===== src/rtl/fifo_rd_stream_pkg.sv =====
// Shared sizing and helper types for the FIFO read-side drain stage.
package fifo_rd_stream_pkg;

    localparam int BUF_DEPTH = 3;

    typedef logic [1:0] ptr_t;
    typedef logic [1:0] occ_t;

    // Circular pointer advance for a non-power-of-two depth.
    function automatic ptr_t ptr_inc(input ptr_t p);
        return (p == ptr_t'(BUF_DEPTH - 1)) ? ptr_t'(0) : ptr_t'(p + ptr_t'(1));
    endfunction

endpackage


===== src/rtl/fifo_rd_stream_if.sv =====
// FIFO read port plus downstream valid/ready stream, bundled for the drain stage.
interface fifo_rd_stream_if #(
    parameter int DWIDTH = 8
);
    logic              empty;
    logic [DWIDTH-1:0] rddata;
    logic              pop;
    logic              m_valid;
    logic              m_ready;
    logic [DWIDTH-1:0] m_data;

    modport master (
        input  empty,
        input  rddata,
        input  m_ready,
        output pop,
        output m_valid,
        output m_data
    );

    modport slave (
        output empty,
        output rddata,
        output m_ready,
        input  pop,
        input  m_valid,
        input  m_data
    );
endinterface


===== src/rtl/fifo_rd_skid_buf.sv =====
// Three-entry circular buffer: land writes at tail, fire reads from head.
module fifo_rd_skid_buf
    import fifo_rd_stream_pkg::*;
#(
    parameter int DWIDTH = 8
) (
    input  logic              rdclk,
    input  logic              reset_L,
    input  logic              i_wr_en,
    input  logic [DWIDTH-1:0] i_wr_data,
    input  logic              i_rd_en,
    output logic [DWIDTH-1:0] o_rd_data,
    output occ_t              o_count
);

    ptr_t r_head;
    ptr_t r_tail;
    occ_t r_count;
    logic [BUF_DEPTH-1:0][DWIDTH-1:0] w_entries;

    generate
        for (genvar gi = 0; gi < BUF_DEPTH; gi++) begin : g_entry
            logic [DWIDTH-1:0] r_data;
            always_ff @(posedge rdclk) begin
                if (i_wr_en && (r_tail == ptr_t'(gi))) begin
                    r_data <= i_wr_data;
                end
            end
            assign w_entries[gi] = r_data;
        end
    endgenerate

    always_ff @(posedge rdclk) begin
        if (!reset_L) begin
            r_head  <= '0;
            r_tail  <= '0;
            r_count <= '0;
        end else begin
            if (i_wr_en) begin
                r_tail <= ptr_inc(r_tail);
            end
            if (i_rd_en) begin
                r_head <= ptr_inc(r_head);
            end
            r_count <= r_count + occ_t'(i_wr_en) - occ_t'(i_rd_en);
        end
    end

    assign o_rd_data = w_entries[r_head];
    assign o_count   = r_count;

endmodule


===== src/rtl/fifo_rd_stream.sv =====
// Drains the FIFO read port into a valid/ready stream, hiding the one-cycle read latency.
module fifo_rd_stream
    import fifo_rd_stream_pkg::*;
#(
    parameter int DWIDTH = 8,
    parameter int CWIDTH = 16
) (
    input  logic               rdclk,
    input  logic               reset_L,
    input  logic               en,
    fifo_rd_stream_if.master   bus,
    output logic [CWIDTH-1:0]  word_cnt,
    output logic               idle
);

    logic              r_inflight;
    logic [CWIDTH-1:0] r_word_cnt;
    occ_t              w_count;
    logic [2:0]        w_pending;
    logic              w_pop;
    logic              w_valid;
    logic              w_fire;
    logic [DWIDTH-1:0] w_head_data;

    // Reserve a slot for every in-flight word so a land can never overflow;
    // m_ready is deliberately kept out of this path.
    assign w_pending = {1'b0, w_count} + {2'b00, r_inflight};
    assign w_pop     = reset_L & en & ~bus.empty & (w_pending < 3'(BUF_DEPTH));
    assign w_valid   = (w_count != '0);
    assign w_fire    = w_valid & bus.m_ready;

    always_ff @(posedge rdclk) begin
        if (!reset_L) begin
            r_inflight <= 1'b0;
            r_word_cnt <= '0;
        end else begin
            r_inflight <= w_pop;
            if (w_fire) begin
                r_word_cnt <= r_word_cnt + CWIDTH'(1);
            end
        end
    end

    fifo_rd_skid_buf #(
        .DWIDTH (DWIDTH)
    ) u_skid (
        .rdclk     (rdclk),
        .reset_L   (reset_L),
        .i_wr_en   (r_inflight),
        .i_wr_data (bus.rddata),
        .i_rd_en   (w_fire),
        .o_rd_data (w_head_data),
        .o_count   (w_count)
    );

    assign bus.pop     = w_pop;
    assign bus.m_valid = w_valid;
    assign bus.m_data  = w_head_data;
    assign word_cnt    = r_word_cnt;
    assign idle        = (w_count == '0) & ~r_inflight;

endmodule


===== src/flat_wrapper.sv =====
// flat-port wrapper written by rule: the top's interface ports become plain ports
module fifo_rd_stream_flat import fifo_rd_stream_pkg::*;
#(
    parameter int DWIDTH = 8,
    parameter int CWIDTH = 16
)
  (rdclk, reset_L, en, word_cnt, idle, bus_empty, bus_rddata, bus_m_ready, bus_pop, bus_m_valid, bus_m_data);
  fifo_rd_stream_if #(.DWIDTH(DWIDTH)) bus_i ();
  input  logic rdclk;
  input  logic reset_L;
  input  logic en;
  output logic [CWIDTH-1:0] word_cnt;
  output logic idle;
  input wire logic [$bits(bus_i.empty)-1:0] bus_empty;
  input wire logic [$bits(bus_i.rddata)-1:0] bus_rddata;
  input wire logic [$bits(bus_i.m_ready)-1:0] bus_m_ready;
  output wire logic [$bits(bus_i.pop)-1:0] bus_pop;
  output wire logic [$bits(bus_i.m_valid)-1:0] bus_m_valid;
  output wire logic [$bits(bus_i.m_data)-1:0] bus_m_data;
  assign bus_i.empty = bus_empty;
  assign bus_i.rddata = bus_rddata;
  assign bus_i.m_ready = bus_m_ready;
  assign bus_pop = bus_i.pop;
  assign bus_m_valid = bus_i.m_valid;
  assign bus_m_data = bus_i.m_data;
  fifo_rd_stream #(.DWIDTH(DWIDTH), .CWIDTH(CWIDTH)) u_core (.rdclk(rdclk), .reset_L(reset_L), .en(en), .bus(bus_i), .word_cnt(word_cnt), .idle(idle));
endmodule

===== config.mk =====
export PLATFORM = sky130hd
export DESIGN_NAME = fifo_rd_stream_flat
export DESIGN_NICKNAME = d
export VERILOG_FILES = /design/src/rtl/fifo_rd_stream_pkg.sv /design/src/rtl/fifo_rd_stream_if.sv /design/src/rtl/fifo_rd_skid_buf.sv /design/src/rtl/fifo_rd_stream.sv /design/src/flat_wrapper.sv
export SDC_FILE = /design/constraint.sdc
export NUM_CORES = 1
export LEC_CHECK = 0
export ABC_AREA = 1
export ABC_CLOCK_PERIOD_IN_PS = 1410
export BUFFER_PORTS_ARGS = -buffer_cell sky130_fd_sc_hd__clkbuf_2
export CORE_MARGIN = 2
export CORE_UTILIZATION = 49
export DETAILED_ROUTE_END_ITERATION = 8
export PLACE_DENSITY = 0.75
export SLEW_MARGIN = 20
export SYNTH_ARGS = -nofsm -noshare
export SYNTH_HDL_FRONTEND = slang
export SYNTH_HIERARCHICAL = 1
export SYNTH_SLANG_ARGS = --single-unit

===== constraint.sdc =====
create_clock -name rdclk -period 1.41 [get_ports rdclk]
set_input_delay 0.141 -clock rdclk [delete_from_list [all_inputs] [get_ports rdclk]]
set_output_delay 0.141 -clock rdclk [all_outputs]
set_load 0.02 [all_outputs]

==> out/metrics.cfg <==
[outcome]
status=finished with violations
violations=setup timing

[route]
drc_errors=0
vias=1758
wire_per_inst_um=12.26
drt_wl_total_mm=4.291
first_iter_violations=79
via_per_inst=5.023
dr.pass1.iters=4
ant_nets=0

[setup_path]
rr_worst_depth=12
crit_required_ps=1270
r2r_slack_ps=-80
worst-path-buf-inv=1
end_kind=primary output
path_delay_family=adder cells
critPathSlowestCell=dfxtp_2
rr_startpoint=u_core/u_skid/o_count[0]
cpPeakStageDelay_ps=330
path_class=reg2out
reg2reg_to=u_core/u_skid/o_count[1]
crit_chain=ha_2 > ha_4 > a2111oi_4 > buf_4
critPathMaxFanout=2
crit_path_start_kind=flip-flop
worstPathArrival_ps=1490

[global_routing]
busiest_layer=met2
grt_pass1_wl_mm=7.010
grtUsageMet2_pct=31.94
overflow=0
grt_start_max_net_pins=15
grt.total_usage_pct=18.21
grt_use_met3_pct=5.087
grt_antenna_before_repair=0
grt_pass1_vias=1617
met1_usage_pct=21.50

[pwr]
switching_share_pct=33.04
power.switching_uw=1587
internal_power_uw=3217
p_comb_share_pct=42.1
irDropWorstVdd_v=0.0009286
leakagePower_uw=0.001227
seqPwrFrac_pct=34.2
power.density_nw_per_um2=1659
p_clk_share_pct=23.7
power_uw=4804

[die]
die_x_um=69.34
num_rows=23
io_pins=40
die_h_um=69.34
start_util_pct=51.56
core_um2=4058
die_area_um2=4808

[logic_synthesis]
synth_top_area_cell=edfxtp_1
ys_seq_area_share_pct=56.46
synth_nets=255
async_flop_share_pct=0
synthCells=237
synth.top_cells.by_area=edfxtp_1, dfxtp_1, nand2_1
yosysTopAreaCellShare_pct=34.45
synthFlopType=edfxtp_1
synth_common_cells=nand2_1, inv_1, edfxtp_1, dfxtp_1, nor2_1
yosys_warnings=6
synth_area_um2=2092
yosysUniqueCellTypes=24
synth-edff-count=24
syn_area_per_cell_um2=8.827
ys_seq_elements=47
yosysMostFrequentCell=nand2_1

[layout]
n_antenna_cell=0
area_growth_syn_to_layout_pct=38.40
final_area_um2=2895
post-route-util_pct=71.35
drive_above_1_share_pct=38.67
nets=317

[clocking]
htreeDepth=2
worstSkewPairLatency_ps=290
path_clk_slew_ps=80
hold_buffers=0
cts_tree=done
clock_path_buffers=2
cts_buffers=5
clock-sinks=47
root_buffer=clkbuf_8

[sta]
rsz0062_at_grt=true
fin_ws_ps=-218.1
fin_crit_sh_pct=115.5
hold_violations=0
slew-limit-headroom_pct=70.41
max_freq_mhz=614.2
finalSetupViolCount=2
drv_slew=0
fin_skew_ps=2.579
tightest_slew_ps=440.4
fin_crit_ps=1628

[placed_design]
place_area_um2=2484
port_buffers=39
place_ws_ps=-54.92
dp_hpwl_mm=2.990
gp_congestion=0.8770

[worst_hold_path]
hold_start=bus_rddata[3]
worstHoldPathCells=1
hold_path.class=in2reg
min_to=u_core/u_skid/g_entry[0].r_data[3]

[run]
cap_violations=0

power by group through the flow:
stage	Sequential, uW	Combinational [uW]	Clock (uW)
global placement	1630	1400	0
floorplan	1660	912	0
detailed placement	1640	1420	0
global route	1660	2190	1220
finish	1640	2020	1140
CTS	1630	1730	1170
per-layer routing:
layer / part of all wire, % / wire length, um / up-vias
li1: - / - / 893
met1: 42 / 1805 / 815
met2: 52 / 2232 / 42
met3: 4.7 / 200 / 8
met4: 1.2 / 53 / 0
met5: 0 / 0 / -
cells in the final DEF, fill, tap and decap left out, drive strengths merged:
cell / n
xnor2: 1
dfxtp: 23
edfxtp: 24
and3: 1
nand2: 63
nor2: 28
o21ai: 6
bufinv: 2
clkbuf: 35
nor3b: 1
buf: 27
inv: 40
a21oi: 11
nand4: 4
a2111oi: 2
o21a: 1
nor3: 5
ha: 5
nand3: 21
through the flow:
| stage | TNS (ps) | instances | hold slack (ps) |
|---|---|---|---|
| global placement | -24.71 | 335 | 346.8 |
| CTS | -339.1 | 347 | 43.63 |
| detailed placement | -54.92 | 335 | 355.0 |
| floorplan | -77.19 | 237 | 232.5 |
| global route | -581.3 | 350 | 30.26 |
| finish | -300.7 | 350 | 50.11 |
worst max path at each step:
stage	from	endpoint	slack, ps	cells past startpoint
5_1_grt	u_core/r_inflight	bus_pop	-300	4
4_1_cts	u_core/r_inflight	bus_pop	-270	4
3_5_place_dp	u_core/u_skid/o_count[0]	bus_pop	-50	4
2_1_floorplan	u_core/r_inflight	bus_pop	-40	3
3_3_place_gp	u_core/u_skid/o_count[0]	bus_pop	-20	4
6_report	u_core/r_inflight	bus_pop	-220	4
logic make-up after synthesis:
group                    Yosys count  share of synthesized area, %
buffers and inverters             41                         7.356
adder cells (fa/ha/maj)            5                         2.990
flip-flops                        47                         56.46
AO/OA/AOI/OAI                     20                         5.622
AND/OR/NAND/NOR                  123                         27.15
XOR/XNOR                           1                        0.4187
cell type report:
class / instances / area (um2)
fillers: 313 / 1162
clock inverters: 2 / 60.06
inverters: 40 / 155.1
repair buffers: 56 / 425.4
flip-flops and latches: 47 / 1195
clock buffers: 6 / 72.57
multi-input cells: 149 / 924.6
well taps: 50 / 62.56
registers in the layout, summed over array words and instances, names as in the netlist:
name and flops:
u_core/u_skid/r_tail 2, u_core/word_cnt 16, u_core/u_skid/r_head 2, u_core/r_inflight 1, u_core/u_skid/g_entry.r_data 24, u_core/u_skid/o_count 2
what timing repair did:
| action | 4_1_cts | 5_1_grt |
|---|---|---|
| setup endpoints to repair | 9 | 13 |
| setup buffers | 4 | 3 |
| pin swaps | 6 | 14 |
| resized for setup | 30 | 35 |
No activity file was read; power rests on OpenSTA's default activity.
